<file path="src/rtl/fpu_req_arbiter.sv">
// fpu_req_arbiter: shares one FPU between NumReq requesters.
// Round-robin grant into a single issue register. The requester ID and a per-requester
// sequence number are packed into the 4-bit FPU tag. Results are steered back to the
// owning requester by tag.
// Optional: define FPU_ARB_SEQCHK_EN to add in-order return checking (err_seq_o).
module fpu_req_arbiter #(
  parameter int unsigned NumReq  = 4,   // 2 or 4
  parameter int unsigned OpWidth = 64,
  parameter int unsigned MaxOut  = 2    // 1..2^SeqW, includes the issue register
) (
  input  logic                      clk_i,
  input  logic                      rst_i,
  input  logic [NumReq-1:0]         req_valid_i,
  output logic [NumReq-1:0]         req_ready_o,
  input  logic [NumReq*OpWidth-1:0] req_op1_i,
  input  logic [NumReq*OpWidth-1:0] req_op2_i,
  input  logic [NumReq*3-1:0]       req_operator_i,
  input  logic [NumReq*3-1:0]       req_rm_i,
  output logic                      fpu_in_valid_o,
  input  logic                      fpu_ready_i,
  output logic [3:0]                fpu_tag_o,
  output logic [OpWidth-1:0]        fpu_op1_o,
  output logic [OpWidth-1:0]        fpu_op2_o,
  output logic [2:0]                fpu_operator_o,
  output logic [2:0]                fpu_rm_o,
  input  logic                      fpu_result_valid_i,
  input  logic [3:0]                fpu_tag_out_i,
  input  logic [OpWidth-1:0]        fpu_result_i,
  input  logic [4:0]                fpu_flags_i,
  output logic                      fpu_cpu_ready_o,
  output logic [NumReq-1:0]         rsp_valid_o,
  input  logic [NumReq-1:0]         rsp_ready_i,
  output logic [OpWidth-1:0]        rsp_result_o,
  output logic [4:0]                rsp_flags_o,
  output logic                      err_spurious_o
`ifdef FPU_ARB_SEQCHK_EN
  ,
  output logic                      err_seq_o
`endif
);

  localparam int unsigned IdW  = $clog2(NumReq);
  localparam int unsigned SeqW = 4 - IdW;
  localparam int unsigned CntW = $clog2(MaxOut + 1);

  typedef enum logic [0:0] {StIdle, StIssue} state_e;

  state_e              state_q, state_d;
  logic [IdW-1:0]      rr_ptr_q, rr_ptr_d;
  logic [CntW-1:0]     out_cnt_q [NumReq];
  logic [CntW-1:0]     out_cnt_d [NumReq];
  logic [SeqW-1:0]     seq_q [NumReq];
  logic [SeqW-1:0]     seq_d [NumReq];
  logic [3:0]          iss_tag_q;
  logic [OpWidth-1:0]  iss_op1_q, iss_op2_q;
  logic [2:0]          iss_oper_q, iss_rm_q;
  logic                err_spurious_q, err_spurious_d;

  logic [NumReq-1:0]   eligible;
  logic                grant_vld;
  logic [IdW-1:0]      grant_id;
  logic [IdW-1:0]      scan_idx;
  logic                issue_load;
  logic [OpWidth-1:0]  sel_op1, sel_op2;
  logic [2:0]          sel_oper, sel_rm;
  logic [IdW-1:0]      rsp_id;
  logic                rsp_cnt_zero;
  logic [NumReq-1:0]   rsp_hs;

  // Eligibility: requester is asking and still has room for another in-flight op.
  always_comb begin
    for (int i = 0; i < int'(NumReq); i++) begin
      eligible[i] = req_valid_i[i] & (out_cnt_q[i] < CntW'(MaxOut));
    end
  end

  // Round-robin search from rr_ptr_q; scanning backwards lets the nearest offset win.
  always_comb begin
    grant_vld = 1'b0;
    grant_id  = '0;
    scan_idx  = '0;
    for (int k = int'(NumReq) - 1; k >= 0; k--) begin
      // NumReq is a power of two, so IdW-bit addition wraps modulo NumReq.
      scan_idx = rr_ptr_q + IdW'(k);
      if (eligible[scan_idx]) begin
        grant_vld = 1'b1;
        grant_id  = scan_idx;
      end
    end
  end

  // Operand mux for the granted requester.
  always_comb begin
    sel_op1  = '0;
    sel_op2  = '0;
    sel_oper = '0;
    sel_rm   = '0;
    for (int i = 0; i < int'(NumReq); i++) begin
      if (grant_id == IdW'(i)) begin
        sel_op1  = req_op1_i[i*OpWidth +: OpWidth];
        sel_op2  = req_op2_i[i*OpWidth +: OpWidth];
        sel_oper = req_operator_i[i*3 +: 3];
        sel_rm   = req_rm_i[i*3 +: 3];
      end
    end
  end

  // Issue FSM: next state, accept pulse and FPU handshake.
  always_comb begin
    state_d        = state_q;
    req_ready_o    = '0;
    fpu_in_valid_o = 1'b0;
    issue_load     = 1'b0;
    unique case (state_q)
      StIdle: begin
        if (grant_vld) begin
          req_ready_o[grant_id] = 1'b1;
          issue_load            = 1'b1;
          state_d               = StIssue;
        end
      end
      StIssue: begin
        fpu_in_valid_o = 1'b1;
        if (fpu_ready_i) state_d = StIdle;
      end
      default: state_d = StIdle;
    endcase
  end

  assign fpu_tag_o      = iss_tag_q;
  assign fpu_op1_o      = iss_op1_q;
  assign fpu_op2_o      = iss_op2_q;
  assign fpu_operator_o = iss_oper_q;
  assign fpu_rm_o       = iss_rm_q;

  // Response steering by tag ID; results for an idle requester are drained and flagged.
  always_comb begin
    rsp_id       = fpu_tag_out_i[3:SeqW];
    rsp_cnt_zero = (out_cnt_q[rsp_id] == '0);
    for (int i = 0; i < int'(NumReq); i++) begin
      rsp_valid_o[i] = fpu_result_valid_i & (rsp_id == IdW'(i)) & ~rsp_cnt_zero;
    end
    rsp_hs          = rsp_valid_o & rsp_ready_i;
    fpu_cpu_ready_o = (fpu_result_valid_i & rsp_cnt_zero) | rsp_ready_i[rsp_id];
    rsp_result_o    = fpu_result_i;
    rsp_flags_o     = fpu_flags_i;
    err_spurious_d  = err_spurious_q | (fpu_result_valid_i & rsp_cnt_zero);
  end

  // Outstanding/sequence counters and round-robin pointer update.
  always_comb begin
    rr_ptr_d = issue_load ? grant_id + IdW'(1) : rr_ptr_q;
    for (int i = 0; i < int'(NumReq); i++) begin
      out_cnt_d[i] = out_cnt_q[i];
      seq_d[i]     = seq_q[i];
      if (issue_load && (grant_id == IdW'(i))) begin
        seq_d[i] = seq_q[i] + SeqW'(1);
        if (!rsp_hs[i]) out_cnt_d[i] = out_cnt_q[i] + CntW'(1);
      end else if (rsp_hs[i]) begin
        out_cnt_d[i] = out_cnt_q[i] - CntW'(1);
      end
    end
  end

  // State, counters and sticky error register.
  always_ff @(posedge clk_i or posedge rst_i) begin
    if (rst_i) begin
      state_q        <= StIdle;
      rr_ptr_q       <= '0;
      err_spurious_q <= 1'b0;
      for (int i = 0; i < int'(NumReq); i++) begin
        out_cnt_q[i] <= '0;
        seq_q[i]     <= '0;
      end
    end else begin
      state_q        <= state_d;
      rr_ptr_q       <= rr_ptr_d;
      err_spurious_q <= err_spurious_d;
      for (int i = 0; i < int'(NumReq); i++) begin
        out_cnt_q[i] <= out_cnt_d[i];
        seq_q[i]     <= seq_d[i];
      end
    end
  end

  // Issue register: held stable while the FPU stalls.
  always_ff @(posedge clk_i or posedge rst_i) begin
    if (rst_i) begin
      iss_tag_q  <= '0;
      iss_op1_q  <= '0;
      iss_op2_q  <= '0;
      iss_oper_q <= '0;
      iss_rm_q   <= '0;
    end else if (issue_load) begin
      iss_tag_q  <= {grant_id, seq_q[grant_id]};
      iss_op1_q  <= sel_op1;
      iss_op2_q  <= sel_op2;
      iss_oper_q <= sel_oper;
      iss_rm_q   <= sel_rm;
    end
  end

  assign err_spurious_o = err_spurious_q;

`ifdef FPU_ARB_SEQCHK_EN
  logic [SeqW-1:0] exp_seq_q [NumReq];
  logic [SeqW-1:0] exp_seq_d [NumReq];
  logic            err_seq_q, err_seq_d;

  // Results must return in issue order per requester.
  always_comb begin
    err_seq_d = err_seq_q;
    for (int i = 0; i < int'(NumReq); i++) begin
      exp_seq_d[i] = exp_seq_q[i];
      if (rsp_hs[i]) begin
        if (fpu_tag_out_i[SeqW-1:0] != exp_seq_q[i]) err_seq_d = 1'b1;
        exp_seq_d[i] = exp_seq_q[i] + SeqW'(1);
      end
    end
  end

  // Expected-sequence counters and sticky order error.
  always_ff @(posedge clk_i or posedge rst_i) begin
    if (rst_i) begin
      err_seq_q <= 1'b0;
      for (int i = 0; i < int'(NumReq); i++) exp_seq_q[i] <= '0;
    end else begin
      err_seq_q <= err_seq_d;
      for (int i = 0; i < int'(NumReq); i++) exp_seq_q[i] <= exp_seq_d[i];
    end
  end

  assign err_seq_o = err_seq_q;
`else
  // Sequence field of the returned tag is only inspected by the order checker.
  logic unused_tag_seq;
  assign unused_tag_seq = ^fpu_tag_out_i[SeqW-1:0];
`endif

endmodule

</file>
<file path="config.mk">
export PLATFORM = sky130hd
export DESIGN_NAME = fpu_req_arbiter
export DESIGN_NICKNAME = d
export VERILOG_FILES = /design/src/rtl/fpu_req_arbiter.sv
export SDC_FILE = /design/constraint.sdc
export NUM_CORES = 1
export LEC_CHECK = 0
export BUFFER_PORTS_ARGS = -buffer_cell sky130_fd_sc_hd__buf_4
export CORE_AREA = 2 2 327 329
export DETAILED_ROUTE_END_ITERATION = 8
export DIE_AREA = 0 0 329 331
export PLACE_DENSITY = 0.32
export SLEW_MARGIN = 10
export SYNTH_ARGS = -nofsm -noshare
export SYNTH_HDL_FRONTEND = slang
export SYNTH_SLANG_ARGS = --single-unit
</file>
<file path="constraint.sdc">
create_clock -name clk_i -period 5.56 [get_ports clk_i]
set_input_delay 1.112 -clock clk_i [delete_from_list [all_inputs] [get_ports clk_i]]
set_output_delay 1.112 -clock clk_i [all_outputs]
set_load 0.005 [all_outputs]
</file>
==> metrics.yaml, run 1 <==
cp.required_ns: 4.45
syn_nets: 1877
via_per_inst: 3.55
path_class: "in2out"
final_area_um2: 17400
maxSlewViolCount: 0
syn_area_per_cell_um2: 8.43
timing.setup.tns_ns: 0
min_period_ns: 4.39
grt_pass1_vias: 11800
cts-htree-levels: 4
die_h_um: 331
cts_tree: "yes"
cpPeakStageDelay_ns: 0.53
clkTransAtPathRegs_ns: 0.06
clk_path_buf_depth: 2
path_cells: "buf_4 -> nand2b_2 -> o211a_1 -> a211o_1 -> inv_1 -> ha_4 -> and2_1 -> buf_4"
clk-insertion-delay-late_ns: 0.49
leakage_uw: 0.00756
ir_drop_uv: 303
synth_area_leaders: "dfrtp_1, mux2i_1, nand2_1, o21ai_0, a22oi_1"
vias: 11400
antenna_found_initial: 18
fin_skew_ns: 0.0126
endpoint_kind: "primary output"
crit_arrival_ns: 3.28
synth.most_common_cell: "nand2_1"
detail_route.wl_per_cell_um: 20.7
cp_slowest_cell: "ha_4"
synth_common_cells: "nand2_1, o21ai_0, dfrtp_1"
cts_sinks: 158
timing.final.crit_share_pct: 79.0
outcome: "finished clean"
io_buffers: 698
setup_viol: 0
postSynthCellCount: 1253
die_x_um: 329
io_pins: 839
yosysTopAreaCell: "dfrtp_1"
routabilityCongestion: 0.854
async_flop_share_pct: 100
grt_setup_unrepaired: "no"
cts_resized: 0
cts_made_buffers: 17
critPathBufInv: 3
nFillCells: 12000
fmax_mhz: 228
hold_buffers: 0
drc_errors: 0
cts_root_buffer: "clkbuf_16"
yosysSeqAreaShare_pct: 37.4
drv_cap: 0
totalWireLength_mm: 66.6
final-hold-violation-count: 0
initial_core_util_pct: 10.1
grt_max_degree: 146
multiInputGateArea_um2: 5540
syn_to_final_growth_pct: 64.5
ys_warn_count: 0
final_nets: 2433
seq_area_um2: 3950
grt_usage_pct: 11.7
power_density_nw_per_um2: 498
synthesis.area_um2: 10600
hp-class: "reg2reg"
drive_gt1_share_pct: 42.1
post_dp_cell_area_um2: 16800
hpwl_mm: 54.1
worstMarginPinSlew_ns: 0.797
grt_pass1_wl_mm: 89.2
drt_first_pass_iters: 4
critPathLaunchType: "input pin"
drtAntennaViolNets: 0
synth-seq-cells: 158
grt-ovfl-total: 0
cts_setup_buffers: 0
yosysUniqueCellTypes: 49
synth_edf_count: 0
rows: 119
drt_iter0_drc: 463
synth_top_area_share_pct: 37.4
fin_ws_ns: 1.17
coreArea_um2: 105000
die-area_um2: 109000
maxSlewHeadroom_pct: 46.8
place_ws_ns: 1.00
cpLargestDelayFamily: "compound AO/OA/AOI/OAI gates"
ys.flop_type: "dfrtp_1"
cp_max_fo: 30
crit_top_cell: "buf_4"
-- cell type report --
cell class / count / share of cell area, %
repair buffers: 719 / 31.8
well taps: 1391 / 10.0
clock buffers: 21 / 2.59
clock inverters: 10 / 0.792
flip-flops and latches: 158 / 22.7
multi-input cells: 907 / 31.9
inverters: 6 / 0.173
diodes: 3 / 0.0432
-- cell families (layout without fill, tap and decap cells) --
family          Yosys count  count (layout)  share of synthesized area (%)
other cells               0               3                              0
xor+xnor                 19              19                           1.57
compound gates          428             428                           24.5
fa+ha+maj                 3               3                          0.355
mux                     139             139                           13.3
simple gates            318             318                           12.2
flops                   158             158                           37.4
buf+inv                 188             756                           10.7
-- cells in the final DEF, fill, tap and decap left out, types with 2 or more instances in the layout --
master        n
a21oi_1       4
xnor2_1      14
nor2b_1       2
inv_1         5
nand2_1     285
and2_1        2
nor3_1        2
bufinv_16     3
xor2_1        5
o21ai_0     209
a31o_2        3
nand2b_1      3
clkbuf_1      3
a211o_1       2
diode_2       3
buf_12       10
nand2b_2      3
o21ai_1      61
o221ai_1      2
nor2_1        8
mux2i_1     138
buf_4       709
clkbuf_16    17
clkinvlp_4    2
ha_4          2
or3b_2        2
dfrtp_1     158
o2111ai_1     3
clkinv_2      3
o41a_1        2
a22oi_1     133
-- final timing paths --
check / start / endpoint / slack, ns / depth (start not counted)
min: err_spurious_o$_DFF_PP0_ / err_spurious_o$_DFF_PP0_ / 0.47 / 1
max: req_valid_i[1] / req_ready_o[1] / 1.17 / 8
max in group asynchronous: rst_i / fpu_op2_o[37]$_DFFE_PP0N_ / 3.74 / 3
min in group asynchronous: rst_i / fpu_op2_o[38]$_DFFE_PP0N_ / 0.64 / 2
max reg2reg: out_cnt_q[5]$_DFFE_PP0P_ / fpu_op2_o[46]$_DFFE_PP0N_ / 1.75 / 12
min reg2reg: err_spurious_o$_DFF_PP0_ / err_spurious_o$_DFF_PP0_ / 0.47 / 1
-- flip-flops by register name, summed over array words and instances, names as in the netlist --
name,flops
fpu_op1_o,64
fpu_op2_o,64
out_cnt_q,8
seq_q,8
fpu_tag_o,4
fpu_operator_o,3
fpu_rm_o,3
rr_ptr_q,2
err_spurious_o,1
state_q,1
-- per-layer routing --
| layer | vias to the layer above | GRT usage [%] | wire, um |
|---|---|---|---|
| li1 | 5475 | - | - |
| met1 | 5257 | 12.4 | 24800 |
| met2 | 555 | 20.1 | 33000 |
| met3 | 106 | 4.62 | 6050 |
| met4 | 14 | 5.49 | 2750 |
| met5 | - | 0 | 85 |
-- worst register-to-register path, stage by stage, from the launching register on --
cell and delay, ns:
dfrtp_1 0.42, nand2b_2 0.27, o211a_1 0.24, a211o_1 0.49
inv_1 0.19, ha_4 0.53, buf_12 0.30, buf_4 0.35
a22oi_1 0.16, o21ai_0 0.39, buf_4 0.20, mux2i_1 0.06
o21ai_1 0.13
-- metrics by stage --
step	power, uW	hold slack (ns)	util, %	std cells
after floorplan	5110	0.441	-	1253
after global placement	7550	0.460	16.0	3181
after global routing	9480	0.504	16.6	3213
after CTS	8960	0.476	16.6	3212
final	8650	0.471	16.6	3215
after detailed placement	7590	0.460	16.0	3181
-- power breakdown --
group	switching (uW)	internal, uW	total, uW
combinational	3140	2230	5370
sequential	331	1670	2000
clock	566	715	1280
Note: power is estimated with default switching activity, not from simulation.
==> run 2, diff against run 1 <==
==> constraint.sdc (replaced) <==
create_clock -name clk_i -period 3.8 [get_ports clk_i]
set_input_delay 0.76 -clock clk_i [delete_from_list [all_inputs] [get_ports clk_i]]
set_output_delay 0.76 -clock clk_i [all_outputs]
set_load 0.005 [all_outputs]
==> metrics.yaml, run 2 (same netlist as run 1, synthesis figures left out) <==
outcome: "finished clean"
drive_gt1_share_pct: 43.2
path_class: "reg2out"
grt_pass1_wl_mm: 87.5
clk_path_buf_depth: 2
cts_root_buffer: "clkbuf_16"
final-hold-violation-count: 0
hold_buffers: 0
min_period_ns: 3.39
syn_to_final_growth_pct: 67.1
fin_ws_ns: 0.408
fmax_mhz: 295
ir_drop_uv: 594
hpwl_mm: 53.8
maxSlewViolCount: 0
detail_route.wl_per_cell_um: 19.9
maxSlewHeadroom_pct: 30.1
cts_setup_buffers: 0
io_pins: 839
worstReg2RegStart: "out_cnt_q[5]$_DFFE_PP0P_"
drt_iter0_drc: 474
cts_resized: 0
crit_arrival_ns: 2.63
layout_common_cells: "buf_4, nand2_1, o21ai_0"
final_area_um2: 17700
path_cells: "or3b_2 -> a21oi_1 -> or2_2 -> ha_1 -> buf_4 -> and2_1 -> buf_4"
reg2regPathDepth: 11
critPathLaunchType: "register"
rows: 119
via_per_inst: 3.53
crit_top_cell: "buf_4"
initial_core_util_pct: 10.1
vias: 11400
timing.final.crit_share_pct: 89.3
endpoint_kind: "primary output"
final_nets: 2464
cts-htree-levels: 4
clkTransAtPathRegs_ns: 0.07
fin_util_pct: 16.8
grt-ovfl-total: 0
cpPeakStageDelay_ns: 0.47
drv_cap: 0
die-area_um2: 109000
r2r_slack_ns: 0.69
grt_pass1_vias: 11800
post_dp_cell_area_um2: 17100
cpLargestDelayFamily: "simple AND/OR/NAND/NOR gates"
totalWireLength_mm: 64.7
final_common_cell: "buf_4"
coreArea_um2: 105000
leakage_uw: 0.00771
cts_tree: "yes"
drc_errors: 0
antenna_found_initial: 17
grt_setup_unrepaired: "no"
die_h_um: 331
worstMarginPinSlew_ns: 1.05
cp_slowest_cell: "or3b_2"
holdPathEnd: "state_q$_DFF_PP0_"
cp.required_ns: 3.04
grt_max_degree: 144
power_density_nw_per_um2: 725
holdCritStartpoint: "fpu_ready_i"
clk-insertion-delay-late_ns: 0.50
cts_sinks: 158
routabilityCongestion: 0.852
cts_made_buffers: 17
r2r_end: "fpu_op2_o[44]$_DFFE_PP0N_"
drtAntennaViolNets: 0
die_x_um: 329
drt_first_pass_iters: 5
fin_hold_ws_ns: 0.456
io_buffers: 698
timing.setup.tns_ns: 0
setup_viol: 0
place_ws_ns: 0.398
fin_skew_ns: 0.0173
hp-class: "in2reg"
cp_max_fo: 6
grt_usage_pct: 11.4
whs_path_depth: 2
critPathBufInv: 2
-- run 2: cell types whose count changed in the layout (fill, tap and decap cells not counted), sizes merged --
| cell | delta |
|---|---|
| diode | -2 |
| clkinvlp | +6 |
| clkinv | -3 |
| bufinv | -1 |
| clkbuf | -1 |
| buf | +31 |
-- run 2: per-layer routing --
layer | GRT usage, % | routed length, um | up-vias
li1 | - | - | 5543
met1 | 11.3 | 22500 | 5268
met2 | 20.3 | 33000 | 505
met3 | 5.15 | 6770 | 110
met4 | 4.77 | 2340 | 14
met5 | 0 | 92 | -
-- run 2: power by group --
part	switching [uW]	internal (uW)
clock network	861	1000
registers	488	2450
logic	4540	3470
-- run 2: how the worst max path moves through the flow --
stage                                       start                   endpoint  slack [ns]  cells past startpoint
final                     rr_ptr_q[0]$_DFFE_PP0N_             req_ready_o[0]        0.41                      7
after global routing      rr_ptr_q[0]$_DFFE_PP0N_             req_ready_o[0]        0.20                      7
after CTS                 rr_ptr_q[0]$_DFFE_PP0N_             req_ready_o[0]        0.33                      7
after detailed placement           req_valid_i[0]  fpu_op2_o[44]$_DFFE_PP0N_        0.40                     12
after global placement             req_valid_i[0]  fpu_op2_o[44]$_DFFE_PP0N_        0.39                     12
after floorplan                    req_valid_i[0]             req_ready_o[2]        0.67                     10
-- run 2: cell type report --
| cell class | count | area, um^2 |
|---|---|---|
| fillers | 11900 | 87300 |
| repair buffers | 750 | 5810 |
| multi-input cells | 907 | 5540 |
| flip-flops and latches | 158 | 3950 |
| well taps | 1391 | 1740 |
| clock buffers | 20 | 457 |
| clock inverters | 12 | 135 |
| inverters | 6 | 26.3 |
| diodes | 1 | 2.50 |
-- run 2: metrics by stage --
stage / std cells / total power, uW
2_1_floorplan: 1253 / 7480
3_5_place_dp: 3212 / 11300
3_3_place_gp: 3212 / 11200
4_1_cts: 3244 / 13200
5_1_grt: 3244 / 14100
6_report: 3245 / 12800
-- run 2: worst register-to-register path, cell delays in order (launching register included) --
cell and delay (ns):
dfrtp_1 0.42, nand2b_2 0.27, o211a_1 0.24, a211o_1 0.33, buf_4 0.21, ha_4 0.21, buf_12 0.17, buf_4 0.38
o21ai_0 0.42, buf_4 0.20, mux2i_1 0.06, o21ai_1 0.11
==> run 3, diff against run 2 <==
--- a/config.mk
+++ b/config.mk
@@ -9,7 +9,7 @@
 export CORE_AREA = 2 2 327 329
 export DETAILED_ROUTE_END_ITERATION = 8
 export DIE_AREA = 0 0 329 331
-export PLACE_DENSITY = 0.32
+export PLACE_DENSITY = 0.3
 export SLEW_MARGIN = 10
 export SYNTH_ARGS = -nofsm -noshare
 export SYNTH_HDL_FRONTEND = slang
==> metrics.yaml, run 3 (same netlist as run 1, synthesis figures left out) <==
cts_tree: "yes"
die_x_um: 329
power_frac_clock_pct: 14.0
power.switching_uw: 5980
maxSlewViolCount: 0
final_common_cell: "buf_4"
fin_ws_ns: 0.403
cp_slowest_cell: "dfrtp_1"
clkTransAtPathRegs_ns: 0.07
fin_hold_ws_ns: 0.450
detail_route.wl_per_cell_um: 19.6
die-area_um2: 109000
use_met2_pct: 20.4
cts_made_buffers: 17
grt_max_degree: 110
layout_common_cells: "buf_4, nand2_1, o21ai_0"
drive_gt1_share_pct: 42.8
cts_root_buffer: "clkbuf_16"
clk_path_buf_depth: 2
cp_max_fo: 7
nFillCells: 11900
coreArea_um2: 105000
setup_viol: 0
place_ws_ns: 0.166
clk-insertion-delay-late_ns: 0.49
ir_drop_uv: 385
use_met3_pct: 4.14
drtAntennaViolNets: 0
cpPeakStageDelay_ns: 0.40
cp.required_ns: 3.04
timing.setup.tns_ns: 0
fin_skew_ns: 0.0105
final-hold-violation-count: 0
die_h_um: 331
hpwl_mm: 51.8
endpoint_kind: "primary output"
maxSlewHeadroom_pct: 46.9
grt_usage_pct: 11.1
io_pins: 839
initial_core_util_pct: 10.1
timing.final.crit_share_pct: 89.4
grt-ovfl-total: 0
worstMarginPinSlew_ns: 0.797
syn_to_final_growth_pct: 66.6
swShare_pct: 46.2
outcome: "finished clean"
routabilityCongestion: 0.833
fmax_mhz: 294
path_cells: "nand2b_2 -> o211a_1 -> a211o_1 -> ha_1 -> buf_4 -> and2_1 -> buf_4"
drc_errors: 0
hp-class: "in2reg"
power_density_nw_per_um2: 736
cts_resized: 0
cts_setup_buffers: 0
met1_usage_pct: 11.1
hold_buffers: 0
cts-htree-levels: 4
grt_setup_unrepaired: "no"
rows: 119
power.share.sequential_pct: 22.5
grt_pass1_wl_mm: 86.0
grt_pass1_vias: 12000
min_period_ns: 3.40
grt-busiest-layer: "met2"
totalWireLength_mm: 63.3
final_nets: 2455
via_per_inst: 3.53
p_comb_share_pct: 63.5
io_buffers: 698
vias: 11400
drt_first_pass_iters: 5
drt_iter0_drc: 440
drv_cap: 0
critPathLaunchType: "register"
internal_power_uw: 6970
cts_sinks: 158
path_class: "reg2out"
crit_top_cell: "buf_4"
leakage_uw: 0.00768
antenna_found_initial: 5
crit_arrival_ns: 2.64
-- run 3: cell types whose count changed in the layout (fill, tap and decap cells not counted), sizes merged --
cell | previous run | this run
clkinv | 1 | 4
clkinvlp | 8 | 3
buf | 750 | 741
clkbuf | 20 | 19
-- run 3: layer usage --
metal	vias up	wire length (um)
li1	5522	-
met1	5296	22400
met2	519	33200
met3	87	5530
met4	4	2110
met5	-	25
-- run 3: power by group through the flow --
stage	combinational, uW	clock (uW)	sequential [uW]
3_5_place_dp	8580	0	2950
4_1_cts	8580	1960	2930
3_3_place_gp	8530	0	2930
6_report	8230	1810	2910
2_1_floorplan	4570	0	2900
5_1_grt	9220	2010	3010
-- run 3: area by class of cell --
cell class,instances,area (um^2),share of cell area (%)
timing repair buffer,741,5790,32.9
multi-input combinational,907,5540,31.5
sequential,158,3950,22.5
tap,1391,1740,9.88
clock buffer,19,443,2.52
clock inverter,10,116,0.661
inverter,6,26.3,0.149
antenna,1,2.50,0.0142
-- run 3: final timing paths --
check                                               from                        end  slack, ns  cells after the start
max in group asynchronous                          rst_i  fpu_op1_o[34]$_DFFE_PP0N_       2.71                      3
worst min register to register      seq_q[1]$_DFFE_PP0P_       seq_q[1]$_DFFE_PP0P_       0.46                      1
worst max-delay path            out_cnt_q[5]$_DFFE_PP0P_             req_ready_o[0]       0.40                      7
worst min-delay path                         fpu_ready_i          state_q$_DFF_PP0_       0.45                      2
min in group asynchronous                          rst_i  fpu_op2_o[39]$_DFFE_PP0N_       0.47                      3
worst max register to register  out_cnt_q[5]$_DFFE_PP0P_    fpu_rm_o[2]$_DFFE_PP0N_       0.72                     12
-- run 3: critical path, delay by kind of cell, from the launching register on --
family                     cells  cell delay, ns
adders and majority gates      1            0.29
AOI/OAI and AO/OA              2            0.61
buffers and inverters          2            0.35
DFF                            1            0.40
and+or+nand+nor                2            0.48
-- run 3: metrics by stage --
| step | utilization (%) | instances | cell area [um^2] | total power, uW |
|---|---|---|---|---|
| after CTS | 16.8 | 3232 | 17600 | 13500 |
| after global placement | 16.2 | 3203 | 17000 | 11500 |
| final | 16.8 | 3233 | 17600 | 13000 |
| after global routing | 16.8 | 3232 | 17600 | 14200 |
| after detailed placement | 16.2 | 3203 | 17000 | 11500 |
| after floorplan | - | 1253 | 10600 | 7480 |
